[src/rtl/fetch_controller.sv]
// Instruction fetch sequencer: drives an external program counter, reads instruction memory,
// and resolves jump/call/return/halt decisions with a small return-address stack.
module fetch_controller #(
   parameter logic [15:0] RESET_VECTOR = 16'h0000,
   parameter int unsigned STACK_DEPTH  = 4
) (
   input  logic        clk,
   input  logic        rst_n,
   input  logic [15:0] pc_value,
   output logic [15:0] pc_next,
   output logic        pc_load,
   output logic        pc_ce,
   output logic        mem_req,
   output logic [15:0] mem_addr,
   input  logic        mem_ack,
   input  logic [15:0] mem_data,
   output logic [15:0] ir,
   output logic        ir_valid,
   input  logic        exec_done,
   input  logic        jump_req,
   input  logic        call_req,
   input  logic        ret_req,
   input  logic        halt_req,
   input  logic [15:0] jump_addr,
   output logic        halted,
   output logic        stack_err
);

   localparam int unsigned SP_W  = $clog2(STACK_DEPTH + 1);
   localparam int unsigned IDX_W = (STACK_DEPTH > 1) ? $clog2(STACK_DEPTH) : 1;
   localparam int unsigned SLOTS = 1 << IDX_W;

   typedef enum logic [2:0] {
      BOOT,
      FETCH,
      EXEC,
      HALT,
      ERROR
   } state_t;

   state_t            state;
   state_t            state_next;
   logic [SP_W-1:0]   sp;
   logic [15:0]       stack [SLOTS];
   logic [15:0]       stack_top;
   logic              stack_empty;
   logic              stack_full;
   logic              push;
   logic              pop;
   logic              accept;

   assign stack_top   = stack[IDX_W'(sp - SP_W'(1))];
   assign stack_empty = (sp == '0);
   assign stack_full  = (sp == SP_W'(STACK_DEPTH));

   // State register
   always_ff @(posedge clk) begin
      if (!rst_n) state <= BOOT;
      else        state <= state_next;
   end

   // Next state and combinational PC/memory controls
   always_comb begin
      state_next = state;
      pc_ce      = 1'b0;
      pc_load    = 1'b0;
      pc_next    = 16'h0000;
      mem_req    = 1'b0;
      mem_addr   = 16'h0000;
      push       = 1'b0;
      pop        = 1'b0;
      accept     = 1'b0;

      case (state)
         BOOT: begin
            pc_ce      = 1'b1;
            pc_load    = 1'b1;
            pc_next    = RESET_VECTOR;
            state_next = FETCH;
         end
         FETCH: begin
            mem_req  = 1'b1;
            mem_addr = pc_value;
            if (mem_ack) begin
               accept     = 1'b1;
               pc_ce      = 1'b1;
               state_next = EXEC;
            end
         end
         EXEC: begin
            // Priority: halt > ret > call > jump > sequential
            if (exec_done) begin
               if (halt_req) begin
                  state_next = HALT;
               end else if (ret_req) begin
                  if (stack_empty) begin
                     state_next = ERROR;
                  end else begin
                     pop        = 1'b1;
                     pc_ce      = 1'b1;
                     pc_load    = 1'b1;
                     pc_next    = stack_top;
                     state_next = FETCH;
                  end
               end else if (call_req) begin
                  if (stack_full) begin
                     state_next = ERROR;
                  end else begin
                     push       = 1'b1;
                     pc_ce      = 1'b1;
                     pc_load    = 1'b1;
                     pc_next    = jump_addr;
                     state_next = FETCH;
                  end
               end else if (jump_req) begin
                  pc_ce      = 1'b1;
                  pc_load    = 1'b1;
                  pc_next    = jump_addr;
                  state_next = FETCH;
               end else begin
                  state_next = FETCH;
               end
            end
         end
         HALT:    state_next = HALT;
         ERROR:   state_next = ERROR;
         default: state_next = BOOT;
      endcase
   end

   // Registered status, instruction register and stack pointer
   always_ff @(posedge clk) begin
      if (!rst_n) begin
         ir        <= 16'h0000;
         ir_valid  <= 1'b0;
         halted    <= 1'b0;
         stack_err <= 1'b0;
         sp        <= '0;
      end else begin
         ir_valid  <= accept;
         halted    <= (state_next == HALT) || (state_next == ERROR);
         stack_err <= (state_next == ERROR);
         if (accept) ir <= mem_data;
         if (push)      sp <= sp + SP_W'(1);
         else if (pop)  sp <= sp - SP_W'(1);
      end
   end

   // Return-address storage; the pointer alone defines validity, so no reset is needed
   always_ff @(posedge clk) begin
      if (rst_n && push) stack[IDX_W'(sp)] <= pc_value;
   end

endmodule

[config.mk]
export PLATFORM = sky130hd
export DESIGN_NAME = fetch_controller
export DESIGN_NICKNAME = d
export VERILOG_FILES = /design/src/rtl/fetch_controller.sv
export SDC_FILE = /design/constraint.sdc
export NUM_CORES = 1
export LEC_CHECK = 0
export ABC_AREA = 1
export BUFFER_PORTS_ARGS = -buffer_cell sky130_fd_sc_hd__buf_4
export CAP_MARGIN = 20
export CELL_PAD_IN_SITES_DETAIL_PLACEMENT = 0
export CELL_PAD_IN_SITES_GLOBAL_PLACEMENT = 2
export CORE_AREA = 4 4 118 120
export CTS_CLUSTER_DIAMETER = 100
export DETAILED_ROUTE_END_ITERATION = 12
export DIE_AREA = 0 0 122 124
export PLACE_DENSITY = 0.76
export SETUP_SLACK_MARGIN = 0.15
export SYNTH_ARGS = -nofsm -noshare
export SYNTH_HDL_FRONTEND = slang
export SYNTH_SLANG_ARGS = --single-unit
export TNS_END_PERCENT = 1
[constraint.sdc]
create_clock -name clk -period 3.76 [get_ports clk]
set_clock_uncertainty 0.2 [all_clocks]
set_input_delay 0.188 -clock clk [delete_from_list [all_inputs] [get_ports clk]]
set_output_delay 0.188 -clock clk [all_outputs]
set_load 0.01 [all_outputs]
==> results, run 1 <==
- The number of gates given a new drive strength after cts is 0.
- The total overflow reported by the global router is 0.
- The peak fanout along the critical path is 18.
- The final critical path time including I/O delays and setup is 2830 ps.
- In this run the horizontal extent of the chip is 122 um.
- The portion of the clock cycle consumed by the worst path in the final layout is 75.2%.
- Counting flops with an async set or reset pin after synthesis yields a share of 0%.
- The number of nets handed over by synthesis was 449.
- Derived from the worst setup path, the maximum achievable clock frequency is 354 MHz.
- The total via count after detailed routing is 3,136.
- The TritonCTS buffer count is 9.
- Clock-pin slew was measured on the worst setup and hold paths at 60 ps.
- Summed over all failing endpoints, the final setup total negative slack is 0 ps.
- In the routed layout, each cell is associated on average with a via count of 4.44.
- The floorplan step set the die height to 124 um.
- The filler cells instantiated in the layout total 1,275.
- The total leakage power is 2.26 nW.
- After detailed routing, the number of remaining DRC violations is 0.
- After synthesis the netlist holds a flip-flop and latch count of 89.
- The number of levels the H-tree was split into is 3.
- The via count of the first global-routing pass came to 3,200.
- The first-pass GRT wire length is 16,100 um.
- The half-perimeter wire length after placement is 6730 um.
- STA classifies the critical path startpoint as a flip-flop.
- The number of detailed-routing iterations run before antenna repair is 5.
- The detailed-route wire length per cell is 14.5 um.
- The most common library cell in the layout ignoring fill and taps is buf_4.
- Relative to the synthesized area, the layout overhead comes to 40.3%.
- The ratio of total power to cell area is 393 nW/um2.
- The number of ports placed on the die boundary is 110.
- The placement row count is 42.
- For the worst setup path, the data arrival time is 2440 ps.
- The cell area after layout is 5460 um2.
- The detail route stage leaves a number of antenna-violating nets equal to 0.
- The floorplan step defined a die boundary enclosing 15,100 um2.
- Input and output buffers added on the ports amount to 109.
- The total of endpoints with negative setup slack in the final report is 0.
- The area of combinational cells with multiple inputs is 1210 um2.
- The final number of max-transition violations is 0.
- The detailed router finished its first iteration with 125 violations.
- The flow ran to the end, and the final reports show no timing, DRC or antenna violations.
- The CTS root buffer is clkbuf_16.
- The path type of the worst min-delay path is input port to flip-flop.
- The number of nets in the layout is 587.
- The clock passes through at most 2 buffers.
- The initial utilization of the core area, before any placement, comes to 30.0%.
- The CTS tree is yes.
- The final count of hold timing violations is 0.
- The transition time at the pin with the least slew margin is 908 ps.
- Yosys mapped a number of flops with a built-in enable equal to 64.
- The distinct cell type count of the synthesized netlist is 29.
- The pin count of the biggest net entering global routing is 37.
- The clock sink total is 89.
- The total wire length is 10,200 um.
- Across the run, the number of max-cap violations was 0.
- The area of all sequential standard cells is 2420 um2.
- Post-CTS timing repair inserted 0 buffers for setup.
- The count of warnings emitted by yosys is 0.
- The ratio of cells with drive above 1 in the final layout is 27.3%.
- Summing every instance area after synthesis gives 3890 um2.
- By startpoint and endpoint, the worst setup path is classified as flip-flop to primary output.
- Among all flip-flop cells after synthesis, the most frequent one is edfxtp_1.
- Of the synthesized area, sequential elements account for 62.3%.
- Setup repair after global routing left no endpoint under its margin.
- Clock latency on the worst-skew pair, taken at its later pin, is 330 ps.
- The global-route usage over all layers is 13.8%.
- In the layout the commonest cells are buf_4, nor2_1, edfxtp_1.
- The type of element capturing the critical path is a primary output.
- The remaining max-slew budget at the tightest pin is 39.4%.
- The area inside the core boundary is 13,000 um2.
- The antenna diode count is 0.
- The worst path required time is 3370 ps.
- The count of hold buffers inserted by post-cts repair is 32.
- The routability congestion estimate from global placement is 0.722.
- The number of antenna violations at the first check in global routing is 0.
- Synthesis produced a netlist whose cell count is 388.
- The instance area after placement is 4870 um2.
- The highest ir drop seen on vdd is 176 uV.
- The synthesized area divided by synthesized cell count is 10.0 um2.
[cells by family (layout without fill, tap and decap cells)]
group           Yosys count  after routing  synth area share [%]
fa+ha+maj                 5              5                  1.61
simple gates            147            147                  16.3
compound gates           88             88                  13.1
flops                    89             89                  62.3
buf+inv                  59            202                  6.75
[sequential cells by signal, indices dropped and copies added (netlist names)]
name	flops
halted	1
ir	16
ir_valid	1
sp	3
stack	64
stack_err	1
state	3
[cell type report]
cell class              instances  share of cell area [%]
multi-input cells             240                    22.3
repair buffers                145                    21.4
well taps                     176                    4.04
inverters                      41                    2.96
clock buffers                   9                    4.13
clock inverters                 7                   0.803
flip-flops and latches         89                    44.4
[report_power, final]
part / switching [mW] / total (mW) / internal (mW) / leakage [nW]
logic: 0.123 / 0.250 / 0.128 / 1.35
clock network: 0.368 / 0.814 / 0.446 / 0.133
registers: 0.0109 / 1.08 / 1.07 / 0.780
[worst max-delay path: stages, from the launching register on]
cell	delay (ps)
dfxtp_1	380
inv_1	100
ha_1	540
inv_2	380
o21ai_0	140
o22a_1	200
o21ai_0	190
buf_4	170
[path summary, 6_finish.rpt]
path / to / slack (ps) / cells past startpoint / startpoint
worst min-delay path: sp[0] / 20 / 3 / rst_n
worst max-delay path: pc_next[1] / 930 / 7 / sp[1]
worst min register to register: ir[2] / 280 / 2 / ir[2]
worst max register to register: stack[2][6] / 1130 / 7 / sp[1]
[Yosys cell counts, types with 2 or more instances]
library cell / count / area, um2
o21ai_1: 19 / 95.1
dfxtp_1: 25 / 500
ha_1: 5 / 62.6
nor2_4: 2 / 22.5
nand2_4: 2 / 22.5
nand4_1: 2 / 12.5
a21oi_1: 5 / 25.0
buf_2: 6 / 30.0
nor2_1: 91 / 342
nand3_1: 30 / 150
o21ai_0: 45 / 225
o22a_1: 15 / 131
inv_2: 3 / 11.3
nand2_1: 17 / 63.8
buf_6: 3 / 33.8
edfxtp_1: 64 / 1920
inv_1: 36 / 135
clkbuf_1: 7 / 26.3
[through the flow]
stage	hold WS (ps)	power (mW)	util, %	cells	worst slack [ps]
3_3_place_gp	204	1.33	37.5	659	1170
5_1_grt	24.4	2.24	42.0	707	684
6_report	16.0	2.14	42.0	707	934
4_1_cts	7.06	2.17	42.0	707	898
2_1_floorplan	86.9	1.20	-	388	1050
3_5_place_dp	204	1.33	37.5	659	1110
[layer usage]
metal | routed length [um] | part of all wire, % | vias to the layer above | GRT usage (%)
li1 | - | - | 1606 | -
met1 | 4580 | 45 | 1423 | 17.1
met2 | 4820 | 47 | 93 | 23.9
met3 | 709 | 6.9 | 14 | 3.13
met4 | 147 | 1.4 | 0 | 4.41
met5 | 0 | 0 | - | 0
Power figures use the tool's default switching activity.
==> run 2: changes to the inputs <==
Clock period 3.76 ns to 2.7 ns, I/O delays scaled along.
==> run 2 against run 1 <==
  * Sequential share of layout area down 2.0 points
  * Highest routed layer unchanged
  * Critical path depth unchanged
  * Core utilization up 2.0 points
  * Worst hold slack worse by 4.6 ps
  * Combinational power up 53%
==> results, run 2 (synthesis results as in run 1) <==
- The flow ran to the end, and the final reports show no timing, DRC or antenna violations.
- The critical path starts at sp[1].
- The final count of hold timing violations is 0 (unchanged).
- The number of gates given a new drive strength after cts is 0 (unchanged).
- The type of element capturing the critical path is a primary output.
- The clock transition at the register clock pins on the worst setup and hold paths after CTS is 60 ps (about the same).
- The top cell types in the final layout, fill and taps aside, are buf_4, nor2_1, edfxtp_1.
- The total wire length was 10,500 um (+2.2%).
- The placement row count is 42 (unchanged).
- The data arrival at the endpoint of the critical path is 2050 ps (-390 ps).
- The worst hold path begins at mem_ack.
- The largest registers in the layout are stack x64, ir x16.
- The global-route usage over all layers is 14.3% (+0.55 points).
- The antenna diode count is 0 (unchanged).
- The count of maximum capacitance violations came to 0 (unchanged).
- The worst-case setup slack after placement was 482 ps (-630 ps).
- The clock sink total is 89 (unchanged).
- The share of power burned in the clock network is 39.2% (+1.2 points).
- The insertion delay to the later sink of the worst-skew pair is 340 ps (about the same).
- The port buffer count is 109 (unchanged).
- The total via count after detailed routing is 3,283 (+4.7%).
- The cell area after layout is 5710 um2 (+4.7%).
- The routed via count divided by cell count is 4.49 (+1.3%).
- The number of antenna violations at the first check in global routing came to 0 (unchanged).
- The maximum clock path buffer count is 2 (unchanged).
- The number of detailed-routing iterations run before antenna repair is 4 (-1).
- The first-pass GRT wire length is 16,700 um (+3.5%).
- The post-route antenna net violation count came to 0 (unchanged).
- TritonCTS built the clock tree.
- The worst hold slack across all endpoints came to 11.3 ps (-4.65 ps).
- The number of ports placed on the die boundary came to 110 (unchanged).
- The DRC violations left is 0 (unchanged).
- The half-perimeter wire length after placement is 6860 um (+1.8%).
- The floorplan die area is 15,100 um2 (unchanged).
- The die outline height is 124 um (unchanged).
- The transition time at the pin with the least slew margin was 368 ps (-540 ps).
- The ratio of total power to cell area is 542 nW/um2 (+38%).
- The internal power consumption is 2.40 mW (+46%).
- The area inside the core boundary is 13,000 um2 (unchanged).
- The peak fanout along the critical path was 18 (unchanged).
- The path type of the worst min-delay path is input port to flip-flop.
- The switching power is 0.700 mW (+40%).
- The final total power is 3.10 mW (+44%).
- The pin count of the biggest net entering global routing came to 37 (unchanged).
- The final sum of negative setup slack is 0 ps (unchanged).
- The width of the die is 122 um (unchanged).
- The signed area change from the synthesized netlist to the final layout is 46.9%.
- The instance area after placement was 4920 um2 (+1.1%).
- The DRC violation total after the first TritonRoute iteration is 144 (+15%).
- The routability congestion estimate from global placement is 0.729 (+0.97%).
- The proportion of power drawn by flip-flops and latches came to 48.5% (-1.8 points).
- The count of hold buffers inserted by post-cts repair is 51 (+59%).
- The TritonCTS buffer count is 9 (unchanged).
- In the finished design, the share of the clock period the worst path needs comes to 88.5%.
- The highest ir drop seen on vdd is 400 uV (+130%).
- The ratio of cells with drive above 1 in the final layout was 27.0% (-0.28 points).
- The number of levels the H-tree was split into is 3 (unchanged).
- The combinational cell fraction of total power was 12.3% (+0.6 points).
- The final critical path time including I/O delays and setup is 2390 ps.
- The share of total power consumed by net switching is 22.6% (-0.78 points).
- The starting density of the core is 30.0% (unchanged).
- The number of post-CTS setup repair buffers is 0 (unchanged).
- The post-route worst setup slack came to 311 ps (-623 ps).
- The remaining max-slew budget at the tightest pin was 75.5% (+36 points).
- Setup repair after global routing left no endpoint under its margin.
- The total of endpoints with negative setup slack in the final report is 0 (unchanged).
- The achievable frequency is 419 MHz.
- The worst register-to-register path begins at sp[1].
- More flip-flops sit in one register than any other, and that register is stack.
- The via count of the first global-routing pass was 3,302 (+3.2%).
- The CTS root buffer is clkbuf_16.
- The total leakage power was 2.38 nW (+5.0%).
- STA classifies the critical path startpoint as a flip-flop.
- The worst path required time is 2370 ps (-1000 ps).
- The final number of max-transition violations is 0 (unchanged).
- The path type of the worst setup path is flip-flop to primary output.
- The total overflow reported by the global router is 0 (unchanged).
- The detailed-route wire length per cell is 14.3 um (-1.1%).
- Leaving out fill and tap cells, the most frequent cell in the layout is buf_4.
- The number of flip-flops under the largest register name is 64 (unchanged).
- The number of nets in the layout is 613 (+4.4%).
[run 2: changes by cell type in the layout (fill, tap and decap cells not counted)]
| cell | previous run | this run |
|---|---|---|
| dlygate4sd3_1 | 32 | 51 |
| buf_4 | 113 | 120 |
| clkinv_2 | 3 | 0 |
| clkinv_4 | 1 | 3 |
| inv_6 | 2 | 0 |
| bufinv_16 | 0 | 1 |
[run 2: power groups by stage]
stage / combinational (mW) / clock [mW] / sequential, mW
5_1_grt: 0.425 / 1.30 / 1.50
6_report: 0.382 / 1.21 / 1.50
4_1_cts: 0.387 / 1.25 / 1.50
2_1_floorplan: 0.130 / 0 / 1.54
3_3_place_gp: 0.320 / 0 / 1.53
3_5_place_dp: 0.323 / 0 / 1.53
[run 2: stage by stage]
stage               util [%]  instances
global placement        37.9        666
global route            44.0        731
CTS                     44.0        731
floorplan                  -        388
detailed placement      37.9        666
finish                  44.0        731
[run 2: worst paths after layout]
path                                    end  slack (ps)  cells after the start
worst max-delay path             pc_next[2]         310                      7
worst min-delay path               state[1]          10                      3
worst max register to register  stack[0][8]         500                      8
worst min register to register        ir[1]         290                      2
[run 2: final cells by class]
type | instances | area, um2
fillers | 1262 | 7270
inverters | 41 | 161
multi-input cells | 240 | 1210
clock inverters | 5 | 58.8
flip-flops and latches | 89 | 2420
clock buffers | 9 | 225
well taps | 176 | 220
repair buffers | 171 | 1410
[run 2: critical path, cell delays in order (launching register included)]
cell and delay [ps]:
dfxtp_1 380, inv_1 100, ha_1 320, inv_2 270
o21ai_0 150, o22a_1 180, o21ai_0 170, buf_4 150
[run 2: routing by layer]
metal  GRT usage [%]  routed length, um
met1            17.3               4640
met4            5.25                159
met2            24.4               4920
met3            4.09                750
met5               0                  0
